`src/rtl/des_round_sched.sv`:
```
// Iterative DES round controller: sequences load, ROUNDS round iterations
// and the final swap/inverse-IP latch, drives the key-schedule rotate
// controls, and hands the result off over a valid/ready pair.
// All outputs decode from registered state only, so no input reaches a
// strobe combinationally.
`timescale 1ns/1ps
module des_round_sched #(
  parameter int ROUNDS = 16,
  parameter int IDX_W  = 4
) (
  input  logic             clk,
  input  logic             rst_n,
  input  logic             in_valid,
  output logic             in_ready,
  input  logic             in_decrypt,
  input  logic             abort,
  output logic             load_en,
  output logic             round_en,
  output logic [IDX_W-1:0] round_idx,
  output logic [1:0]       rot_amt,
  output logic             rot_right,
  output logic             final_en,
  output logic             out_valid,
  input  logic             out_ready,
  output logic             busy
);

  typedef enum logic [2:0] {
    S_IDLE  = 3'd0,
    S_LOAD  = 3'd1,
    S_ROUND = 3'd2,
    S_FINAL = 3'd3,
    S_DONE  = 3'd4
  } state_t;

  localparam logic [IDX_W-1:0] LAST_IDX = IDX_W'(ROUNDS - 1);

  state_t           state_q;
  logic [IDX_W-1:0] idx_q;
  logic             mode_q;   // 1 = decrypt, captured at accept

  // Left-rotate schedule for encryption.
  function automatic logic [1:0] enc_amt(input int idx);
    case (idx)
      0, 1, 8, 15: enc_amt = 2'd1;
      default:     enc_amt = 2'd2;
    endcase
  endfunction

  // Right-rotate schedule for decryption: the first round needs no
  // rotation because C/D after PC-1 already equals C16/D16.
  function automatic logic [1:0] dec_amt(input int idx);
    case (idx)
      0:          dec_amt = 2'd0;
      1, 8, 15:   dec_amt = 2'd1;
      default:    dec_amt = 2'd2;
    endcase
  endfunction

  // Control FSM with round counter and mode register; abort wins over
  // every other transition once an operation is in flight.
  always_ff @(posedge clk or negedge rst_n) begin
    if (!rst_n) begin
      state_q <= S_IDLE;
      idx_q   <= '0;
      mode_q  <= 1'b0;
    end else begin
      case (state_q)
        S_IDLE: begin
          if (in_valid) begin
            mode_q  <= in_decrypt;
            state_q <= S_LOAD;
          end
        end
        S_LOAD: begin
          idx_q   <= '0;
          state_q <= abort ? S_IDLE : S_ROUND;
        end
        S_ROUND: begin
          if (abort) begin
            idx_q   <= '0;
            state_q <= S_IDLE;
          end else if (idx_q == LAST_IDX) begin
            idx_q   <= '0;
            state_q <= S_FINAL;
          end else begin
            idx_q <= idx_q + 1'b1;
          end
        end
        S_FINAL: begin
          state_q <= abort ? S_IDLE : S_DONE;
        end
        S_DONE: begin
          if (abort || out_ready) begin
            state_q <= S_IDLE;
          end
        end
        default: begin
          idx_q   <= '0;
          state_q <= S_IDLE;
        end
      endcase
    end
  end

  // Output decode from registered state, counter and mode.
  always_comb begin
    in_ready  = (state_q == S_IDLE);
    busy      = (state_q != S_IDLE);
    load_en   = (state_q == S_LOAD);
    round_en  = (state_q == S_ROUND);
    final_en  = (state_q == S_FINAL);
    out_valid = (state_q == S_DONE);
    round_idx = idx_q;
    rot_right = 1'b0;
    rot_amt   = 2'd0;
    if (state_q == S_ROUND) begin
      rot_right = mode_q;
      rot_amt   = mode_q ? dec_amt(int'(idx_q)) : enc_amt(int'(idx_q));
    end
  end

endmodule

```
`config.mk`:
```
export PLATFORM = sky130hd
export DESIGN_NAME = des_round_sched
export DESIGN_NICKNAME = d
export VERILOG_FILES = /design/src/rtl/des_round_sched.sv
export SDC_FILE = /design/constraint.sdc
export NUM_CORES = 1
export LEC_CHECK = 0
export ABC_AREA = 1
export CAP_MARGIN = 20
export CORE_AREA = 2 2 39 41
export DETAILED_ROUTE_END_ITERATION = 6
export DIE_AREA = 0 0 41 43
export PLACE_DENSITY = 0.79
export SLEW_MARGIN = 20
export SYNTH_ARGS = -nofsm -noshare
export SYNTH_HDL_FRONTEND = slang
export SYNTH_SLANG_ARGS = --single-unit
export TNS_END_PERCENT = 20
```
`constraint.sdc`:
```
create_clock -name clk -period 1.6 [get_ports clk]
set_clock_uncertainty 0.05 [all_clocks]
set_input_delay 0.48 -clock clk [delete_from_list [all_inputs] [get_ports clk]]
set_output_delay 0.48 -clock clk [all_outputs]
set_load 0.05 [all_outputs]
```
==> results.tsv <==
metric	value	unit
layout-drive-gt1-share	0.5691	
grt_max_degree	9	
power_leakage	0.5827	nW
root_buffer	clkbuf_4	
yosysWarnings	0	
placedInstanceArea	1067	µm²
outcome	complete, but fails checks	
crit_path_end_kind	output pin	
grt_setup_unrepaired	true	
synth_edf_count	0	
cts.htree.levels	1	
drcViolationCount	0	
crit_fanout	5	
drt_wl_total	2159	µm
wl_per_cell	15.53	µm
fin_nets	133	
syn_area	536.8	µm²
chipHeight	43	µm
relSlewSlack	0.7217	
ir_worst_vdd	1.185	mV
drv_cap	0	
core_area	1384	µm²
synth_top_area_share	0.3730	
synth_ff_type	dfrtp_1	
grt_pass1_vias	696	
grt-ovfl-total	0	
vias	718	
grt_pass1_wl	3146	µm
synth_cell_types	17	
multiInputGateArea	420.4	µm²
failed_checks	setup timing	
io_pins	19	
num-fill-cells	63	
synth.top_cells.by_count	nand2_1 (16), nor2_1 (16), inv_1 (14)	
synth_seq_cells	8	
area_growth	127.7	%
numPortBuffers	18	
worstSkewPairLatency	0.27	ns
dieWidth	41	µm
cts_buffers	3	
required	1.07	ns
row_count	14	
cts_sinks	8	
synthTopCellsByArea	dfrtp_1 (37%), nand2_1 (11%), nor2_1 (11%)	
worstReg2RegEnd	round_idx[3]	
fmax	0.4830	GHz
reg2regPathDepth	8	
setup_viol	9	
drtPass1Iterations	4	
fin_tns_setup	-2.010	ns
antenna_found_initial	0	
startpoint_type	flip-flop	
drtIter0Drc	16	
finalHoldViolCount	0	
cellPowerDensity	1853	nW/µm²
synth_area_per_cell	6.794	µm²
period_share	1.294	
fin_area	1222	µm²
post-route-util	0.8834	
antennaDiodeCount	0	
critPathKind	reg2out	
cts_tree	built	
hp-class	in2async	
clockBufferDepth	2	
dpl.hpwl	1411	µm
synthCells	79	
die-area	1763	µm²
finalCriticalPeriod	2.070	ns
max_slew.worst_pin.slew	0.4162	ns
synth_area_leader_cell	dfrtp_1	
track_usage	0.2720	
register_area	203.9	µm²
async_reset_ff_frac	1.000	
yosysSeqAreaShare	0.3730	
start_util	0.3879	
slew_violations	0	
gp_congestion	0.8864	
syn_nets	88	
cts.clk_slew.worst_paths	0.07	ns
r2r_slack	0.12	ns
antenna_left	0	
setup_ws	-0.4702	ns
crit_arrival	1.54	ns
via_per_inst	5.165	
r2r_start	round_idx[0]	
-- placed cells by master, fill, tap and decap left out, drive strengths merged --
master	n
clkdlybuf4s50	5
clkinvlp	1
nand3b	1
ha	3
a21oi	1
nand3	9
nand2	16
or2	1
clkbuf	4
inv	15
o22ai	1
dfrtp	8
nor2	18
nor3	1
buf	35
nand4	1
o21ai	3
-- routing by layer --
metal / track usage / wire [µm] / vias to the layer above / share of wire
met4: 0.08000 / 26 / 0 / 0.012
met3: 0.04712 / 54 / 4 / 0.025
li1: - / - / 335 / -
met1: 0.3520 / 900 / 361 / 0.42
met5: 0 / 0 / - / 0
met2: 0.4406 / 1178 / 18 / 0.55
-- cell families after synthesis --
group                    synth area share
AO/OA/AOI/OAI                     0.04894
adder cells (fa/ha/maj)           0.06994
buffers and inverters              0.1119
flip-flops                         0.3730
AND/OR/NAND/NOR                    0.3963
-- sequential cells by signal (all words and copies together) (netlist names) --
signal     flops
mode_q         1
state_q        3
round_idx      4
-- worst max-delay path by stage --
stage                      end  cells after the start  slack [ns]         start
floorplan           rot_amt[0]                      7       -0.36  round_idx[0]
global placement    rot_amt[0]                      7       -0.17  round_idx[1]
detailed placement  rot_amt[0]                      7       -0.23  round_idx[1]
CTS                 rot_amt[0]                      8       -0.43  round_idx[0]
global route        rot_amt[0]                      8       -0.52  round_idx[0]
finish              rot_amt[0]                      8       -0.47  round_idx[0]
-- cell type report --
class | count | share of cell area
sequential | 8 | 0.1668
tap | 16 | 0.01638
multi-input combinational | 55 | 0.3439
inverter | 16 | 0.05629
timing repair buffer | 40 | 0.3951
clock buffer | 4 | 0.02149
-- worst max-delay path, cell delays in order, from the launching register on --
cell and delay, ns:
dfrtp_2 0.46, ha_4 0.19, nand2_4 0.08, nor2_4 0.04, inv_2 0.09, nand3_4 0.10
nor2_4 0.12, nor2_4 0.05, buf_12 0.14
-- stage by stage --
step | cells | setup slack [ns] | hold slack [ns] | total power [mW]
finish | 139 | -0.4702 | 0.4584 | 2.265
detailed placement | 132 | -0.2313 | 0.4917 | 1.844
global placement | 132 | -0.1694 | 0.4879 | 1.800
CTS | 139 | -0.4317 | 0.4638 | 2.185
global route | 139 | -0.5245 | 0.4946 | 2.351
floorplan | 79 | -0.3601 | 0.1344 | 1.105
-- power breakdown --
| group | switching [mW] | total, mW | internal [mW] | leakage, nW |
|---|---|---|---|---|
| clock network | 0.0875 | 0.184 | 0.0965 | 0.0150 |
| logic | 0.976 | 1.75 | 0.778 | 0.467 |
| registers | 0.0668 | 0.328 | 0.261 | 0.101 |
-- timing repair --
item                                    in CTS  in global routing
pin swaps                                    7                  1
endpoints found under the setup margin       9                  9
hold endpoints to repair                     0                  0
resized for setup                           23                  5
setup buffers                                3                  0
hold buffers                                 0                  0
Power figures use the tool's default switching activity.
==> edit 1 (same settings) <==
Encoding of `state_t`: now one-hot (5 bits for 5 states).
--- a/src/rtl/des_round_sched.sv
+++ b/src/rtl/des_round_sched.sv
@@ -25,12 +25,12 @@
   output logic             busy
 );
 
-  typedef enum logic [2:0] {
-    S_IDLE  = 3'd0,
-    S_LOAD  = 3'd1,
-    S_ROUND = 3'd2,
-    S_FINAL = 3'd3,
-    S_DONE  = 3'd4
+  typedef enum logic [4:0] {
+    S_IDLE  = 5'b00001,
+    S_LOAD  = 5'b00010,
+    S_ROUND = 5'b00100,
+    S_FINAL = 5'b01000,
+    S_DONE  = 5'b10000
   } state_t;
 
   localparam logic [IDX_W-1:0] LAST_IDX = IDX_W'(ROUNDS - 1);
Behaviour: same outputs for any inputs over 10 cycles, from zero or initial values and one cycle with rst_n low; not proved beyond that.
==> edit 1 against the original RTL <==
- the flow now stops in 5_1_grt
- area after synthesis grew 24%
==> edit 1: results (changes against the original RTL) <==
- Ys async rst share: 1.00 (unchanged)
- Worst EP Category: primary output
- HPWL Detailed: 1610 um (+14%)
- Gpl congestion: 0.799 (-9.8%)
- H-Tree Level Count: 1 (unchanged)
- CTS buffer count: 3 (unchanged)
- PortBufs: 18 (unchanged)
- Yosys Warn Count: 0 (unchanged)
- Max clock buf depth: 2 (unchanged)
- Synth area leaders: dfrtp_1, inv_1, nand3_1
- Top post-synthesis cells by count: inv_1, nand2_1, nand3_1, nor2_1, dfrtp_1
- Status: did not finish
- Sequential area share after synthesis: 0.379 (+0.00628)
- DP Cell Count: 150 (+14%)
- GR repair worst EP: rot_amt[1]
- Synth cell types: 15 (-2)
- Root Driver: clkbuf_4
- Syn Nets: 104 (+18%)
- Main synth FF type: dfrtp_1
- Seq cells post-synth: 10 (+2)
- Halt Stage: 5_1_grt
- Stop err: [ERROR DPL-0038] Utilization greater than 100%, impossible to legalize
- Syn avg cell area: 6.98 um^2 (+2.7%)
- Pin count of the biggest net entering global routing: 11
-- edit 1: cell types whose count changed after synthesis, sizes merged --
cell and change:
clkinv +1, dfrtp +1, dfstp +1, inv +4
nand2 +2, nand3 +6, nand3b -1, nand4 +2
nor2 -1, nor3 -1, o21ai +4, o22ai -1
or2 -1
-- edit 1: timing repair --
action,in CTS
resized for setup,15
endpoints found under the setup margin,10
buffers inserted,4
pin swaps,6
-- edit 1: logic make-up after synthesis --
kind of cell               share of synthesized area
adders and majority gates                     0.0566
and+or+nand+nor                                0.385
buffers and inverters                          0.119
DFF                                            0.379
AOI/OAI and AO/OA                             0.0604
-- edit 1: stage by stage --
stage	setup WS, ns	util	area, um^2
2_1_floorplan	-0.360	-	726
3_3_place_gp	-0.222	0.868	1200
3_5_place_dp	-0.274	0.868	1200
4_1_cts	-0.503	0.950	1320
==> edit 2 (config.mk and constraints unchanged) <==
Without the edit above. Change the parameter `ROUNDS` from 16 to 12.
--- a/src/rtl/des_round_sched.sv
+++ b/src/rtl/des_round_sched.sv
@@ -5,7 +5,7 @@
 // strobe combinationally.
 `timescale 1ns/1ps
 module des_round_sched #(
-  parameter int ROUNDS = 16,
+  parameter int ROUNDS = 12,
   parameter int IDX_W  = 4
 ) (
   input  logic             clk,
Behaviour: same outputs for any inputs over 10 cycles, from zero or initial values and one cycle with rst_n low; that may be too few to reach the edited logic, so the function may still have changed.
==> edit 2 against the original RTL <==
- the flow still finishes with violations (setup timing)
- maximum frequency down 0.32%
- first-iteration DRC count down 19%
- wire length down 25%
- count of clock-buffer cells in the layout unchanged
- synthesized cell count down 8.9%
- total power down 10%
- worst setup slack worse by 0.0066 ns
- final area down 12%
- sequential cell count unchanged
- area after synthesis up 0.23%
- final cell count down 15%
==> edit 2: results (changes against the original RTL) <==
- Top post-synthesis cells by count: nand2_1, dfrtp_1, nand3_1, inv_1, nor2_1
- #MultiIn Comb: 50 (-9.1%)
- Worst reg2reg endpoint: round_idx[0]
- Slew @ Worst Pin: 0.411 ns (-0.00476 ns)
- Starting DRT DRC Count: 13 (-3)
- Fraction of area in multi-input gates: 0.363 (+0.0194)
- Sequential area share after synthesis: 0.372 (-0.000867)
- Post-CTS sizing: 14 (-39%)
- Final setup vio count: 9 (unchanged)
- M2 GR Usage: 0.384 (-0.0562)
- Syn Inst Count: 72 (-8.9%)
- Vias in the first global route: 629 (-9.6%)
- Syn Nets: 81 (-8.0%)
- Routed via count: 604 (-16%)
- Met3 wire length: 74 um (+37%)
- Global-route wire length before repair: 2750 um (-12%)
- Status: finished, violations left
- Synth area leaders: dfrtp_1, nand2_1, nand3_1
- Worst vdd ir: 0.00125 V (+5.7%)
- Share of layout cells above drive strength 1: 0.559 (-0.0103)
- Setup ws final: -0.477 ns (-0.00660 ns)
- Inverters: 13 (-3)
- Failing checks: setup timing
- Worst Setup EP: rot_amt[1]
- Met1 GRT Util: 0.274 (-0.0780)
- Nonclk buf count: 27 (-33%)
- Met2 WL post-DR: 952 um (-19%)
- Internal Power: 0.00102 W (-9.7%)
- Gpl congestion: 0.816 (-8.0%)
- Setup Fix Bufs, Post-CTS: 1 (-2)
[edit 2: cell types whose count changed in the layout (fill, tap and decap cells not counted), sizes merged, moves of 2 or more]
cell | before | now
a21oi | 1 | 4
inv | 15 | 13
buf | 35 | 22
nor2 | 18 | 11
nand2 | 16 | 14
[edit 2: kinds of logic after synthesis]
logic type	after synthesis	synth area share
DFF	8	0.372
xor gates and xnor gates	2	0.0326
adders and majority gates	3	0.0698
and+or+nand+nor	37	0.344
AOI/OAI and AO/OA	8	0.0814
buffers and inverters	14	0.100
[edit 2: metrics by stage]
step / TNS [ns] / utilization / area [um^2] / setup WS (ns)
2_1_floorplan: -1.12 / - / 584 / -0.405
5_1_grt: -2.23 / 0.774 / 1070 / -0.537
6_report: -1.86 / 0.774 / 1070 / -0.477
4_1_cts: -1.77 / 0.773 / 1070 / -0.463
3_3_place_gp: -0.397 / 0.701 / 970 / -0.203
3_5_place_dp: -0.480 / 0.701 / 970 / -0.264
